[config.mk]
export PLATFORM = sky130hd
export DESIGN_NAME = scurve_sweep_ctrl_flat
export DESIGN_NICKNAME = d
export VERILOG_FILES = /design/src/rtl/scurve_sweep_ctrl_if.sv /design/src/rtl/scurve_sweep_ctrl.sv /design/src/flat_wrapper.sv
export SDC_FILE = /design/constraint.sdc
export NUM_CORES = 1
export LEC_CHECK = 0
export ABC_AREA = 1
export CAP_MARGIN = 20
export CORE_MARGIN = 10
export CORE_UTILIZATION = 65
export CTS_CLUSTER_SIZE = 24
export DETAILED_ROUTE_END_ITERATION = 6
export DONT_BUFFER_PORTS = 1
export PLACE_DENSITY_LB_ADDON = 0.05
export SYNTH_ARGS = -nofsm -noshare
export SYNTH_HDL_FRONTEND = slang
export SYNTH_SLANG_ARGS = --single-unit
export TNS_END_PERCENT = 5
[constraint.sdc]
create_clock -name Clk -period 9.8 [get_ports Clk]
set_input_delay 0.98 -clock Clk [delete_from_list [all_inputs] [get_ports Clk]]
set_output_delay 0.98 -clock Clk [all_outputs]
set_load 0.02 [all_outputs]
[src/rtl/scurve_sweep_ctrl_if.sv]
// Handshake and data signals between the S-curve sweep sequencer, its slow-control
// loader, the single-channel test block and the readout FIFO.
interface scurve_sweep_ctrl_if;
  logic        sweep_start;
  logic        sweep_stop;
  logic        single_chn_mode;
  logic [5:0]  single_chn_sel;
  logic [9:0]  dac_start;
  logic [9:0]  dac_end;
  logic [9:0]  dac_step;
  logic        cfg_load;
  logic [5:0]  cfg_chn;
  logic [9:0]  cfg_dac;
  logic        cfg_done;
  logic        scurve_test_start;
  logic        one_channel_done;
  logic [15:0] scurve_data_in;
  logic        scurve_data_wr_en_in;
  logic        fifo_prog_full;
  logic [15:0] out_data;
  logic        out_wr_en;
  logic        sweep_busy;
  logic        sweep_done;
  logic        sweep_aborted;

  modport master (
    input  sweep_start, sweep_stop, single_chn_mode, single_chn_sel,
           dac_start, dac_end, dac_step, cfg_done, one_channel_done,
           scurve_data_in, scurve_data_wr_en_in, fifo_prog_full,
    output cfg_load, cfg_chn, cfg_dac, scurve_test_start, out_data, out_wr_en,
           sweep_busy, sweep_done, sweep_aborted
  );

  modport slave (
    output sweep_start, sweep_stop, single_chn_mode, single_chn_sel,
           dac_start, dac_end, dac_step, cfg_done, one_channel_done,
           scurve_data_in, scurve_data_wr_en_in, fifo_prog_full,
    input  cfg_load, cfg_chn, cfg_dac, scurve_test_start, out_data, out_wr_en,
           sweep_busy, sweep_done, sweep_aborted
  );
endinterface

[src/rtl/scurve_sweep_ctrl.sv]
// Steps channel/DAC-threshold points: reload slow control, settle, emit a point header,
// run one single-channel test and pass its result words through to the readout FIFO.
module scurve_sweep_ctrl #(
  parameter int unsigned SETTLE_CYCLES = 4000
) (
  input logic                 Clk,
  input logic                 reset_n,
  scurve_sweep_ctrl_if.master bus
);

  localparam int unsigned CntW = (SETTLE_CYCLES > 1) ? $clog2(SETTLE_CYCLES) : 1;

  typedef enum logic [3:0] {
    StIdle, StCfgLoad, StCfgWait, StSettle, StWaitRoom,
    StHeader, StStart, StWaitDone, StNext, StDone
  } state_e;

  state_e          state_q, state_d;
  logic [5:0]      chn_q, chn_d;
  logic [9:0]      dac_q, dac_d;
  logic [9:0]      dac_start_q, dac_start_d;
  logic [9:0]      dac_end_q, dac_end_d;
  logic [9:0]      dac_step_q, dac_step_d;
  logic            single_q, single_d;
  logic            stop_q, stop_d;
  logic            aborted_q, aborted_d;
  logic [CntW-1:0] cnt_q, cnt_d;
  logic [5:0]      cfg_chn_q;
  logic [9:0]      cfg_dac_q;
  logic [15:0]     data_q;
  logic            wr_q;
  logic [10:0]     dac_next;
  logic            stop_req;

  always_comb begin
    state_d     = state_q;
    chn_d       = chn_q;
    dac_d       = dac_q;
    dac_start_d = dac_start_q;
    dac_end_d   = dac_end_q;
    dac_step_d  = dac_step_q;
    single_d    = single_q;
    stop_d      = stop_q;
    aborted_d   = aborted_q;
    cnt_d       = cnt_q;
    stop_req    = stop_q | bus.sweep_stop;
    dac_next    = {1'b0, dac_q} + {1'b0, dac_step_q};

    if (state_q != StIdle && bus.sweep_stop) stop_d = 1'b1;

    unique case (state_q)
      StIdle: begin
        if (bus.sweep_start) begin
          dac_start_d = bus.dac_start;
          dac_end_d   = bus.dac_end;
          dac_step_d  = (bus.dac_step == 10'd0) ? 10'd1 : bus.dac_step;
          single_d    = bus.single_chn_mode;
          chn_d       = bus.single_chn_mode ? bus.single_chn_sel : 6'd0;
          dac_d       = bus.dac_start;
          stop_d      = 1'b0;
          aborted_d   = 1'b0;
          state_d     = StCfgLoad;
        end
      end
      StCfgLoad: state_d = stop_req ? StDone : StCfgWait;
      StCfgWait: begin
        cnt_d = '0;
        if (stop_req)          state_d = StDone;
        else if (bus.cfg_done) state_d = StSettle;
      end
      StSettle: begin
        if (stop_req)                                    state_d = StDone;
        else if (cnt_q == CntW'(SETTLE_CYCLES - 1))      state_d = StWaitRoom;
        else                                             cnt_d = cnt_q + CntW'(1);
      end
      StWaitRoom: begin
        if (stop_req)                 state_d = StDone;
        else if (!bus.fifo_prog_full) state_d = StHeader;
      end
      StHeader:   state_d = stop_req ? StDone : StStart;
      StStart:    state_d = StWaitDone;
      StWaitDone: if (bus.one_channel_done) state_d = StNext;
      StNext: begin
        if (stop_req) begin
          state_d = StDone;
        end else if (dac_next > {1'b0, dac_end_q} || dac_next[10]) begin
          // DAC range exhausted for this channel: rewind and move to the next channel.
          dac_d = dac_start_q;
          if (single_q || chn_q == 6'd63) begin
            state_d = StDone;
          end else begin
            chn_d   = chn_q + 6'd1;
            state_d = StCfgLoad;
          end
        end else begin
          dac_d   = dac_next[9:0];
          state_d = StCfgLoad;
        end
      end
      StDone:  state_d = StIdle;
      default: state_d = StIdle;
    endcase

    if (state_d == StDone && state_q != StDone && stop_req) aborted_d = 1'b1;
  end

  always_ff @(posedge Clk or negedge reset_n) begin
    if (!reset_n) begin
      state_q     <= StIdle;
      chn_q       <= '0;
      dac_q       <= '0;
      dac_start_q <= '0;
      dac_end_q   <= '0;
      dac_step_q  <= '0;
      single_q    <= 1'b0;
      stop_q      <= 1'b0;
      aborted_q   <= 1'b0;
      cnt_q       <= '0;
      cfg_chn_q   <= '0;
      cfg_dac_q   <= '0;
      data_q      <= '0;
      wr_q        <= 1'b0;
    end else begin
      state_q     <= state_d;
      chn_q       <= chn_d;
      dac_q       <= dac_d;
      dac_start_q <= dac_start_d;
      dac_end_q   <= dac_end_d;
      dac_step_q  <= dac_step_d;
      single_q    <= single_d;
      stop_q      <= stop_d;
      aborted_q   <= aborted_d;
      cnt_q       <= cnt_d;
      data_q      <= bus.scurve_data_in;
      wr_q        <= bus.scurve_data_wr_en_in;
      // Hold the loaded point stable from one cfg_load to the next.
      if (state_d == StCfgLoad) begin
        cfg_chn_q <= chn_d;
        cfg_dac_q <= dac_d;
      end
    end
  end

  assign bus.cfg_load          = (state_q == StCfgLoad);
  assign bus.cfg_chn           = cfg_chn_q;
  assign bus.cfg_dac           = cfg_dac_q;
  assign bus.scurve_test_start = (state_q == StStart);
  assign bus.out_wr_en         = wr_q | (state_q == StHeader);
  assign bus.out_data          = (state_q == StHeader) ? {chn_q, dac_q} : data_q;
  assign bus.sweep_busy        = (state_q != StIdle);
  assign bus.sweep_done        = (state_q == StDone);
  assign bus.sweep_aborted     = aborted_q;

endmodule

[src/flat_wrapper.sv]
// flat-port wrapper written by rule: the top's interface ports become plain ports
module scurve_sweep_ctrl_flat 
#(
  parameter int unsigned SETTLE_CYCLES = 4000
)
  (Clk, reset_n, bus_sweep_start, bus_sweep_stop, bus_single_chn_mode, bus_single_chn_sel, bus_dac_start, bus_dac_end, bus_dac_step, bus_cfg_done, bus_one_channel_done, bus_scurve_data_in, bus_scurve_data_wr_en_in, bus_fifo_prog_full, bus_cfg_load, bus_cfg_chn, bus_cfg_dac, bus_scurve_test_start, bus_out_data, bus_out_wr_en, bus_sweep_busy, bus_sweep_done, bus_sweep_aborted);
  scurve_sweep_ctrl_if bus_i ();
  input logic Clk;
  input logic reset_n;
  input wire logic [$bits(bus_i.sweep_start)-1:0] bus_sweep_start;
  input wire logic [$bits(bus_i.sweep_stop)-1:0] bus_sweep_stop;
  input wire logic [$bits(bus_i.single_chn_mode)-1:0] bus_single_chn_mode;
  input wire logic [$bits(bus_i.single_chn_sel)-1:0] bus_single_chn_sel;
  input wire logic [$bits(bus_i.dac_start)-1:0] bus_dac_start;
  input wire logic [$bits(bus_i.dac_end)-1:0] bus_dac_end;
  input wire logic [$bits(bus_i.dac_step)-1:0] bus_dac_step;
  input wire logic [$bits(bus_i.cfg_done)-1:0] bus_cfg_done;
  input wire logic [$bits(bus_i.one_channel_done)-1:0] bus_one_channel_done;
  input wire logic [$bits(bus_i.scurve_data_in)-1:0] bus_scurve_data_in;
  input wire logic [$bits(bus_i.scurve_data_wr_en_in)-1:0] bus_scurve_data_wr_en_in;
  input wire logic [$bits(bus_i.fifo_prog_full)-1:0] bus_fifo_prog_full;
  output wire logic [$bits(bus_i.cfg_load)-1:0] bus_cfg_load;
  output wire logic [$bits(bus_i.cfg_chn)-1:0] bus_cfg_chn;
  output wire logic [$bits(bus_i.cfg_dac)-1:0] bus_cfg_dac;
  output wire logic [$bits(bus_i.scurve_test_start)-1:0] bus_scurve_test_start;
  output wire logic [$bits(bus_i.out_data)-1:0] bus_out_data;
  output wire logic [$bits(bus_i.out_wr_en)-1:0] bus_out_wr_en;
  output wire logic [$bits(bus_i.sweep_busy)-1:0] bus_sweep_busy;
  output wire logic [$bits(bus_i.sweep_done)-1:0] bus_sweep_done;
  output wire logic [$bits(bus_i.sweep_aborted)-1:0] bus_sweep_aborted;
  assign bus_i.sweep_start = bus_sweep_start;
  assign bus_i.sweep_stop = bus_sweep_stop;
  assign bus_i.single_chn_mode = bus_single_chn_mode;
  assign bus_i.single_chn_sel = bus_single_chn_sel;
  assign bus_i.dac_start = bus_dac_start;
  assign bus_i.dac_end = bus_dac_end;
  assign bus_i.dac_step = bus_dac_step;
  assign bus_i.cfg_done = bus_cfg_done;
  assign bus_i.one_channel_done = bus_one_channel_done;
  assign bus_i.scurve_data_in = bus_scurve_data_in;
  assign bus_i.scurve_data_wr_en_in = bus_scurve_data_wr_en_in;
  assign bus_i.fifo_prog_full = bus_fifo_prog_full;
  assign bus_cfg_load = bus_i.cfg_load;
  assign bus_cfg_chn = bus_i.cfg_chn;
  assign bus_cfg_dac = bus_i.cfg_dac;
  assign bus_scurve_test_start = bus_i.scurve_test_start;
  assign bus_out_data = bus_i.out_data;
  assign bus_out_wr_en = bus_i.out_wr_en;
  assign bus_sweep_busy = bus_i.sweep_busy;
  assign bus_sweep_done = bus_i.sweep_done;
  assign bus_sweep_aborted = bus_i.sweep_aborted;
  scurve_sweep_ctrl #(.SETTLE_CYCLES(SETTLE_CYCLES)) u_core (.Clk(Clk), .reset_n(reset_n), .bus(bus_i));
endmodule
==> results.yml <==
placed_design:
  place.gp.congestion: 0.9890
  io_buffer_count: 0
  hpwl_um: 10390
clock_tree:
  cts.clk_slew.worst_paths_ps: 110
  clock-sinks: 98
  cts_tree: "built"
  clkLatencyLatePin_ps: 380
  root_buffer: "clkbuf_8"
  cts_max_level: 3
  postCtsSetupBuffers: 0
  postCtsHoldBufs: 0
  clock_path_buffers: 2
  cts_resized: 0
  cts_buffers: 9
power:
  peakVddDrop_uv: 220.3
  power_density_mw_per_mm2: 384.3
  power.leakage_nw: 2.914
die:
  dieWidth_um: 111.5
  ios: 99
  fp-row-count: 33
  initial_utilization: 0.6656
  die_area_mm2: 0.01243
  design.core.area_mm2: 0.008175
  dieHeight_um: 111.5
global_route:
  grt_max_degree: 99
  first_global_vias: 4617
  grt_antenna_before_repair: 1
  grt_pass1_wl_um: 22710
  grt_usage: 0.2215
  grt_overflow: 0
worst_setup_path:
  reg2reg_depth: 23
  crit_fanout: 21
  worstSetupEndpoint: "u_core.bus.cfg_dac[5]$_DFFE_PN0N_"
  crit_path_end_kind: "flop"
  cp.required_ps: 10080
  start_kind: "flop"
  crit_type: "reg -> reg"
  crit_start: "u_core.dac_q[0]$_DFF_PN0_"
  regToRegStartpoint: "u_core.dac_q[0]$_DFF_PN0_"
  rr_endpoint: "u_core.bus.cfg_dac[5]$_DFFE_PN0N_"
  cp.arrival_ps: 4350
  rrSetupSlack_ps: 5730
timing:
  rsz0062_at_grt: "no"
  max_slew_margin: 0.4705
  hold_violations: 0
  clock_skew_ps: 15.26
  fin_crit_sh: 0.4153
  max_freq_mhz: 245.7
  drv_slew: 0
  period_needed_ps: 4070
  fin_setup_tns_ps: 0
  finalSetupViolCount: 0
  tightest_slew_ps: 792.3
logic_synthesis:
  yosysWarnings: 0
  yosysSeqAreaShare: 0.4507
  syn_nets: 781
  synth.distinct_cells: 49
  synth_cells: 697
  syn_area_mm2: 0.005441
  syn_area_per_cell_um2: 7.807
  synth-seq-cells: 98
detailed_routing:
  vias: 4627
  wl_per_cell_um: 17.37
  drt-vias-per-instance: 5.769
  ant_nets: 0
  drt-total-wl_um: 13930
  drcViolationCount: 0
  drtIter0Drc: 362
  drtPass1Iterations: 5
final_layout:
  area_delta_synth_final_pct: 4.852
  final_util: 0.6979
  final_cell_mix: "238 x nand2_1, 98 x dfrtp_1, 65 x inv_1"
  layout-drive-gt1-share: 0.08190
  nets: 775
  final_common_cell: "nand2_1"
run:
  maxCapViolCount: 0
outcome:
  status: "finished clean"
worst_hold_path:
  hp-class: "in -> async"
-- cell type report --
class	instances	area, um2
Tap cell	105	131.4
Sequential cell	98	2452
Inverter	79	296.5
Multi-Input combinational cell	501	2587
Clock inverter	6	82.58
Timing Repair Buffer	2	15.01
Fill cell	680	2470
Clock buffer	10	137.6
Antenna cell	1	2.502
-- per-layer routing --
| layer | share of wire | wire, um | vias to the layer above | global-route usage |
|---|---|---|---|---|
| li1 | - | - | 2250 | - |
| met1 | 0.41 | 5730 | 2171 | 0.2728 |
| met2 | 0.48 | 6638 | 175 | 0.3583 |
| met3 | 0.084 | 1169 | 31 | 0.06763 |
| met4 | 0.028 | 388 | 0 | 0.08312 |
| met5 | 0 | 0 | - | 0 |
-- logic make-up after synthesis --
group | Yosys count | share of synthesized area
adder cells (fa/ha/maj) | 23 | 0.05426
XOR/XNOR | 9 | 0.01449
AO/OA/AOI/OAI | 109 | 0.1143
buffers and inverters | 98 | 0.07381
flip-flops | 98 | 0.4507
multiplexers | 1 | 0.002069
AND/OR/NAND/NOR | 359 | 0.2904
-- per-stage QoR --
stage          cell area (um2)  cells  hold WS (ps)  worst slack (ps)  power (mW)
6_report                  5705    802         284.7              5730       2.192
5_1_grt                   5705    802         254.4              5293       2.397
4_1_cts                   5703    801         277.0              5759       2.184
3_5_place_dp              5483    785         465.8              5781       1.889
3_3_place_gp              5483    785         465.9              6028       1.839
2_1_floorplan             5441    697         449.2              6557       1.634
-- synth_stat cells, drive strengths merged --
cell type	number	area, um2
a211oi	2	15.01
a21boi	1	7.510
a21oi	38	193.9
a221oi	1	8.760
a22oi	3	22.52
a2bb2oi	1	8.760
a31oi	2	18.77
a32oi	5	43.79
and3	1	6.260
buf	11	75.07
clkbuf	8	30.03
dfrtp	98	2452
fa	1	20.02
ha	22	275.3
inv	79	296.5
mux2	1	11.26
nand2	245	942.2
nand3	43	220.2
nand3b	1	7.510
nand4	9	71.32
nor2	42	201.4
nor3	12	81.33
nor4	6	50.04
o211a	1	10.01
o211ai	2	20.02
o21ai	51	259.0
o21bai	1	7.510
o22ai	1	6.260
xnor2	5	43.79
xor2	4	35.03
-- registers in the layout (all words and copies together), names as in the netlist --
register,cells
u_core.dac_end_q,10
u_core.single_q,1
u_core.bus.cfg_dac,10
u_core.state_q,4
u_core.bus.cfg_chn,6
u_core.wr_q,1
u_core.stop_q,1
u_core.data_q,16
u_core.dac_start_q,10
u_core.dac_step_q,10
u_core.cnt_q,12
u_core.bus.sweep_aborted,1
u_core.dac_q,10
u_core.chn_q,6
-- worst max-delay path: stages, from the launching register on --
cell     delay [ps]
dfrtp_1         430
ha_1            220
inv_1            60
fa_1            450
o21ai_0         320
xnor2_1         190
inv_1            70
ha_1            290
nand2_1          70
nand2_1          50
nand2_1          50
nand2_1          50
nand2_1          70
nand3_1          70
nand2_1          60
nand2_1          50
nand2_1         200
nand2_2         310
o21ai_2         220
nand2_2         120
nor2_8          270
inv_2           180
nand2_1         100
nand2_1          60
-- worst min-delay path by stage --
stage / from / to / slack (ps) / depth (start not counted)
CTS: reset_n / u_core.dac_end_q[3]$_DFFE_PN0P_ / 280 / 0
finish: reset_n / u_core.dac_start_q[6]$_DFFE_PN0P_ / 280 / 0
global placement: u_core.dac_start_q[9]$_DFFE_PN0P_ / u_core.dac_start_q[9]$_DFFE_PN0P_ / 470 / 2
global route: reset_n / u_core.bus.cfg_dac[5]$_DFFE_PN0N_ / 250 / 0
floorplan: u_core.dac_start_q[1]$_DFFE_PN0P_ / u_core.dac_start_q[1]$_DFFE_PN0P_ / 450 / 2
detailed placement: u_core.dac_start_q[9]$_DFFE_PN0P_ / u_core.dac_start_q[9]$_DFFE_PN0P_ / 470 / 2
-- power breakdown --
part / switching [mW] / internal (mW) / leakage (nW)
sequential: 0.145 / 0.548 / 1.22
combinational: 0.831 / 0.383 / 1.58
clock: 0.155 / 0.131 / 0.108
No activity file was read; power rests on OpenSTA's default activity.
